File: src/rtl/mem_trace_pkg.sv
// Shared types, default widths and the address-window helper for the memory write tracer.
package mem_trace_pkg;

  typedef enum logic [1:0] {IDLE, RUN, DONE} state_e;

  localparam int DEF_STAMP_W = 16;
  localparam int DEF_ADDR_W  = 16;
  localparam int DEF_DATA_W  = 16;
  localparam int REC_W       = DEF_STAMP_W + DEF_ADDR_W + DEF_DATA_W;

  // Wide operands so base+size never wraps, whatever the address width.
  function automatic logic in_window(input logic [63:0] addr,
                                     input logic [63:0] base,
                                     input logic [63:0] size);
    return (addr >= base) && (addr < base + size);
  endfunction

endpackage

File: src/rtl/mem_trace_monitor_fifo.sv
// Synchronous trace FIFO: register storage, extra pointer bit to tell full from empty.
module trace_fifo #(
  parameter int WIDTH = 48,
  parameter int DEPTH = 16
) (
  input  logic             clk,
  input  logic             rst,
  input  logic             push_i,
  input  logic             pop_i,
  input  logic [WIDTH-1:0] wdata_i,
  output logic [WIDTH-1:0] rdata_o,
  output logic             full_o,
  output logic             empty_o
);

  localparam int AW = $clog2(DEPTH);

  logic [WIDTH-1:0] mem_q [DEPTH];
  logic [AW:0]      wr_ptr_q, wr_ptr_d;
  logic [AW:0]      rd_ptr_q, rd_ptr_d;
  logic             do_push, do_pop;

  assign empty_o = (wr_ptr_q == rd_ptr_q);
  assign full_o  = (wr_ptr_q[AW] != rd_ptr_q[AW]) && (wr_ptr_q[AW-1:0] == rd_ptr_q[AW-1:0]);

  // A pop frees a slot in the same cycle, so a full FIFO may still accept a push.
  assign do_pop  = pop_i && !empty_o;
  assign do_push = push_i && (!full_o || do_pop);

  assign wr_ptr_d = do_push ? wr_ptr_q + (AW+1)'(1) : wr_ptr_q;
  assign rd_ptr_d = do_pop  ? rd_ptr_q + (AW+1)'(1) : rd_ptr_q;

  assign rdata_o = empty_o ? '0 : mem_q[rd_ptr_q[AW-1:0]];

  always_ff @(posedge clk or posedge rst) begin
    if (rst) begin
      wr_ptr_q <= '0;
      rd_ptr_q <= '0;
    end else begin
      wr_ptr_q <= wr_ptr_d;
      rd_ptr_q <= rd_ptr_d;
    end
  end

  always_ff @(posedge clk) begin
    if (do_push) mem_q[wr_ptr_q[AW-1:0]] <= wdata_i;
  end

endmodule

File: src/rtl/mem_trace_monitor.sv
// Run control plus windowed RAM-write capture into a drainable trace FIFO.
module mem_trace_monitor
  import mem_trace_pkg::*;
#(
  parameter int ADDR_W      = DEF_ADDR_W,
  parameter int DATA_W      = DEF_DATA_W,
  parameter int STAMP_W     = DEF_STAMP_W,
  parameter int DEPTH       = 16,
  parameter int WIN_BASE    = 0,
  parameter int WIN_SIZE    = 9,
  parameter int CYC_W       = 32,
  parameter int CYCLE_LIMIT = 1000
) (
  input  logic                              clock_50_b7a,
  input  logic                              reset,
  input  logic                              arm,
  input  logic                              stop,
  input  logic                              mem_we,
  input  logic [ADDR_W-1:0]                 mem_addr,
  input  logic [DATA_W-1:0]                 mem_wdata,
  output logic                              t_valid,
  input  logic                              t_ready,
  output logic [STAMP_W+ADDR_W+DATA_W-1:0]  t_data,
  output logic [CYC_W-1:0]                  cycles,
  output logic                              overflow,
  output logic [7:0]                        drop_cnt,
  output logic                              running,
  output logic                              done
);

  localparam int                REC_BITS   = STAMP_W + ADDR_W + DATA_W;
  localparam logic [CYC_W-1:0] LIMIT_LAST = CYC_W'(CYCLE_LIMIT - 1);

  state_e                state_q, state_d;
  logic [CYC_W-1:0]      cycles_q, cycles_d;
  logic                  overflow_q, overflow_d;
  logic [7:0]            drop_cnt_q, drop_cnt_d;
  logic                  clear_stats;
  logic                  capture, pop, drop, full, empty;
  logic [REC_BITS-1:0]   rec;

  assign capture = (state_q == RUN) && mem_we &&
                   in_window(64'(mem_addr), 64'(WIN_BASE), 64'(WIN_SIZE));
  assign rec     = {cycles_q[STAMP_W-1:0], mem_addr, mem_wdata};
  assign pop     = t_ready && !empty;
  assign drop    = capture && full && !pop;

  always_comb begin
    state_d     = state_q;
    cycles_d    = cycles_q;
    clear_stats = 1'b0;
    case (state_q)
      IDLE: if (arm) state_d = RUN;
      RUN: begin
        cycles_d = cycles_q + CYC_W'(1);
        if (stop || ((CYCLE_LIMIT != 0) && (cycles_q == LIMIT_LAST))) state_d = DONE;
      end
      DONE: if (arm) begin
        state_d     = RUN;
        cycles_d    = '0;
        clear_stats = 1'b1;
      end
      default: state_d = IDLE;
    endcase
  end

  always_comb begin
    overflow_d = overflow_q;
    drop_cnt_d = drop_cnt_q;
    if (clear_stats) begin
      overflow_d = 1'b0;
      drop_cnt_d = '0;
    end else if (drop) begin
      overflow_d = 1'b1;
      if (drop_cnt_q != 8'hFF) drop_cnt_d = drop_cnt_q + 8'd1;
    end
  end

  always_ff @(posedge clock_50_b7a or posedge reset) begin
    if (reset) begin
      state_q    <= IDLE;
      cycles_q   <= '0;
      overflow_q <= 1'b0;
      drop_cnt_q <= '0;
    end else begin
      state_q    <= state_d;
      cycles_q   <= cycles_d;
      overflow_q <= overflow_d;
      drop_cnt_q <= drop_cnt_d;
    end
  end

  trace_fifo #(
    .WIDTH (REC_BITS),
    .DEPTH (DEPTH)
  ) u_fifo (
    .clk     (clock_50_b7a),
    .rst     (reset),
    .push_i  (capture),
    .pop_i   (pop),
    .wdata_i (rec),
    .rdata_o (t_data),
    .full_o  (full),
    .empty_o (empty)
  );

  assign t_valid  = !empty;
  assign cycles   = cycles_q;
  assign overflow = overflow_q;
  assign drop_cnt = drop_cnt_q;
  assign running  = (state_q == RUN);
  assign done     = (state_q == DONE);

endmodule

File: config.mk
export PLATFORM = sky130hd
export DESIGN_NAME = mem_trace_monitor
export DESIGN_NICKNAME = d
export VERILOG_FILES = /design/src/rtl/mem_trace_pkg.sv /design/src/rtl/mem_trace_monitor_fifo.sv /design/src/rtl/mem_trace_monitor.sv
export SDC_FILE = /design/constraint.sdc
export NUM_CORES = 1
export LEC_CHECK = 0
export ABC_AREA = 0
export CORE_ASPECT_RATIO = 1.4
export CORE_MARGIN = 10
export CORE_UTILIZATION = 45
export DETAILED_ROUTE_END_ITERATION = 10
export PLACE_DENSITY_LB_ADDON = 0.2
export SKIP_CTS_REPAIR_TIMING = 1
export SYNTH_ARGS = -nofsm -noshare
export SYNTH_HDL_FRONTEND = slang
export SYNTH_SLANG_ARGS = --single-unit
File: constraint.sdc
create_clock -name clock_50_b7a -period 8.35 [get_ports clock_50_b7a]
set_clock_uncertainty 0.2 [all_clocks]
set_input_delay 1.2525 -clock clock_50_b7a [delete_from_list [all_inputs] [get_ports clock_50_b7a]]
set_output_delay 1.2525 -clock clock_50_b7a [all_outputs]
set_load 0.005 [all_outputs]
==> results by group <==
Power
  • Peak VDD IR: ~0.24 mV
  • Final total power: ~11 mW
  • Cell Pwr Density: roughly 310 nW/um^2
  • Leak Pwr: ~12 nW

Layout
  • Layout area overhead: 15.0%
  • Nets: between 1500 and 2000
  • Share of layout cells above drive strength 1: 24.2%
  • Area of the multi-input gates: approximately 7000 um^2
  • Highest-count cells in the layout ignoring fill and taps: 768 x edfxtp_1, 238 x mux4_2, 129 x clkdlybuf4s50_1
  • Layout fillers: 5456
  • Most common cell after layout, fill and taps aside: edfxtp_1
  • Antenna cells: 0
  • Final core occ: 52.3%
  • Reg area: roughly 24000 um^2
  • Final instance area: ~37000 um^2

Logic synthesis
  • Avg Inst Size Synth: 22.4 um^2
  • Largest cells by area after synthesis: edfxtp_1 72%, mux4_2 17%, dfrtp_1 4.1%, and2_1 1.1%, buf_6 0.63%
  • Yosys cell types: 43
  • Post-synthesis sequential area ratio: approximately three quarters
  • Syn Std Cell Area: about 32000 um^2
  • Largest area contributor in the netlist: edfxtp_1
  • Post-synth top flop: edfxtp_1
  • Mapped Cells: 1428
  • Flops & latches, synth: between 800 and 900
  • EDFF count, synth: 768
  • Yosys top cell area share: between 70% and 80%
  • Synth warnings: 0
  • Async set-reset flop share out of synthesis: 6.46%
  • Net Count, Synth: ~1500

Setup path
  • Crit path launch: u_fifo.rd_ptr_q[0]
  • CP required: ~6900 ps
  • Critical path class: flop to output pin
  • CP Capture Type: output pin
  • CP Data Arrival Time: 4200 ps
  • Worst r2r src: state_q[1]
  • Startpoint types: flop
  • CP Max Fanout: 99
  • R2R setup slack: approximately 4500 ps

Die
  • Die Span X: approximately 250 um
  • # rows: 115
  • Initial cell density of the core: approximately 46%
  • Die area: 82400 um^2
  • Core area: around 70000 um^2
  • I/O pin total: 130
  • Die Ht: about 340 um

Timing
  • Final setup TNS: 0 ps
  • Hold Violations, Final: 0
  • Upper clock frequency limit: 0.177 GHz
  • Final setup viols: 0
  • Tmin final: ~5700 ps
  • Final WS setup: 2690 ps
  • Slew Limit Fails: 0
  • Fin crit share: between 60% and 70%
  • RSZ-0062 raised after global routing: no
  • Max-Slew Margin vs Limit: about 29%
  • Tightest Pin Transition: 1060 ps

Route
  • First-iteration detailed-routing DRC count: between 1000 and 1500
  • Final ANT Viol Nets: 0
  • DRC Markers: 0
  • DRT Pass-1 Iters: 5
  • Drt wl/cell: roughly 28 um
  • DR vias: 14842
  • Vias per cell: 5.73
  • Post-Route WL: 71.8 mm

Place
  • Detailed placement HPWL: 39.5 mm
  • Dpl cell area: ~34000 um^2
  • IO buf count: between 100 and 150
  • Placer Congestion: between 0.7 and 0.8
  • Place WS: 2670 ps

Global route
  • Total track usage: between 10% and 20%
  • Vias in the first global route: 16002
  • Pin count of the biggest net entering global routing: about 110
  • Initial antenna violation count: 0
  • First-pass GRT wire length: about 110 mm
  • Overflow left after global routing: 0

Clocking
  • CTS sink cnt: approximately 820
  • CTS tree: done
  • Clock Tree Root: clkbuf_16
  • Clk slew on worst S/H paths: approximately 60 ps
  • CTS HTree Levels: 3
  • CTS max path bufs: 3
  • Clk Latency, worst-skew pair: 620 ps
  • Total CTS buffers: 77

Hold path
  • Min-Delay Path Class: flop to flop
  • HP Start: u_fifo.wr_ptr_q[4]

Outcome
  • Status: finished, final reports clean

Job
  • Max-cap violations: 0
cell usage after synthesis, drive strengths merged, types with 2 or more instances:
cell,count
and2,54
nor3,8
nor2,17
ha,7
dfrtp,53
o21ai,16
nand3,13
xnor2,6
or4,4
clkbuf,34
and4,2
and3,23
mux2i,11
o31ai,14
xor2,7
nand2,46
nor4b,2
nor2b,3
nand4,15
inv,9
buf,37
o211ai,10
edfxtp,768
nor4,8
mux4,240
a21oi,10
where the power goes:
| group | leakage, nW | switching (mW) | internal (mW) | total [mW] |
|---|---|---|---|---|
| sequential | 7.67 | 0.214 | 4.58 | 4.79 |
| combinational | 2.88 | 1.30 | 1.80 | 3.09 |
| clock | 1.21 | 1.44 | 1.99 | 3.43 |
sequential cells by signal, summed over array words and instances, names as in the netlist:
register,count
state_q,2
drop_cnt,8
cycles,32
u_fifo.rd_ptr_q,5
u_fifo.wr_ptr_q,5
overflow,1
u_fifo.mem_q,768
critical path, cell delays in order (launching register included):
cell             delay (ps)
dfrtp_4                 930
buf_12                  680
mux4_2                  650
mux4_2                  490
and2_1                  240
clkdlybuf4s50_1         490
through the flow:
step	std cells	hold slack [ps]
2_1_floorplan	1428	262
3_3_place_gp	2451	277
3_5_place_dp	2451	280
4_1_cts	2588	293
5_1_grt	2588	306
6_report	2588	298
final cells by class:
type	instances	area share, %
Tap cell	936	3.18
Inverter	10	0.102
Clock buffer	108	6.06
Multi-Input combinational cell	526	19.6
Clock inverter	29	0.662
Timing Repair Buffer	158	4.16
Sequential cell	821	66.2
cell families after synthesis:
family,share of synthesized area (%)
flip-flops,76.1
adder cells (fa/ha/maj),0.273
buffers and inverters,1.46
XOR/XNOR,0.355
multiplexers,17.3
AO/OA/AOI/OAI,1.09
AND/OR/NAND/NOR,3.43
layer usage:
| metal | track usage, % | vias up | wire (um) |
|---|---|---|---|
| met4 | 5.08 | 0 | 1420 |
| met3 | 3.06 | 86 | 3530 |
| met1 | 22.1 | 8011 | 28700 |
| li1 | - | 6353 | - |
| met5 | 0 | - | 0 |
| met2 | 31.0 | 392 | 38200 |
path summary, 6_finish.rpt:
| path | endpoint | depth (start not counted) |
|---|---|---|
| min reg2reg | u_fifo.wr_ptr_q[4] | 1 |
| min | u_fifo.wr_ptr_q[4] | 1 |
| max reg2reg | u_fifo.mem_q[10][21] | 6 |
| min in group asynchronous | drop_cnt[0] | 3 |
| max | t_data[35] | 5 |
| max in group asynchronous | u_fifo.rd_ptr_q[1] | 3 |
Power figures use the tool's default switching activity.
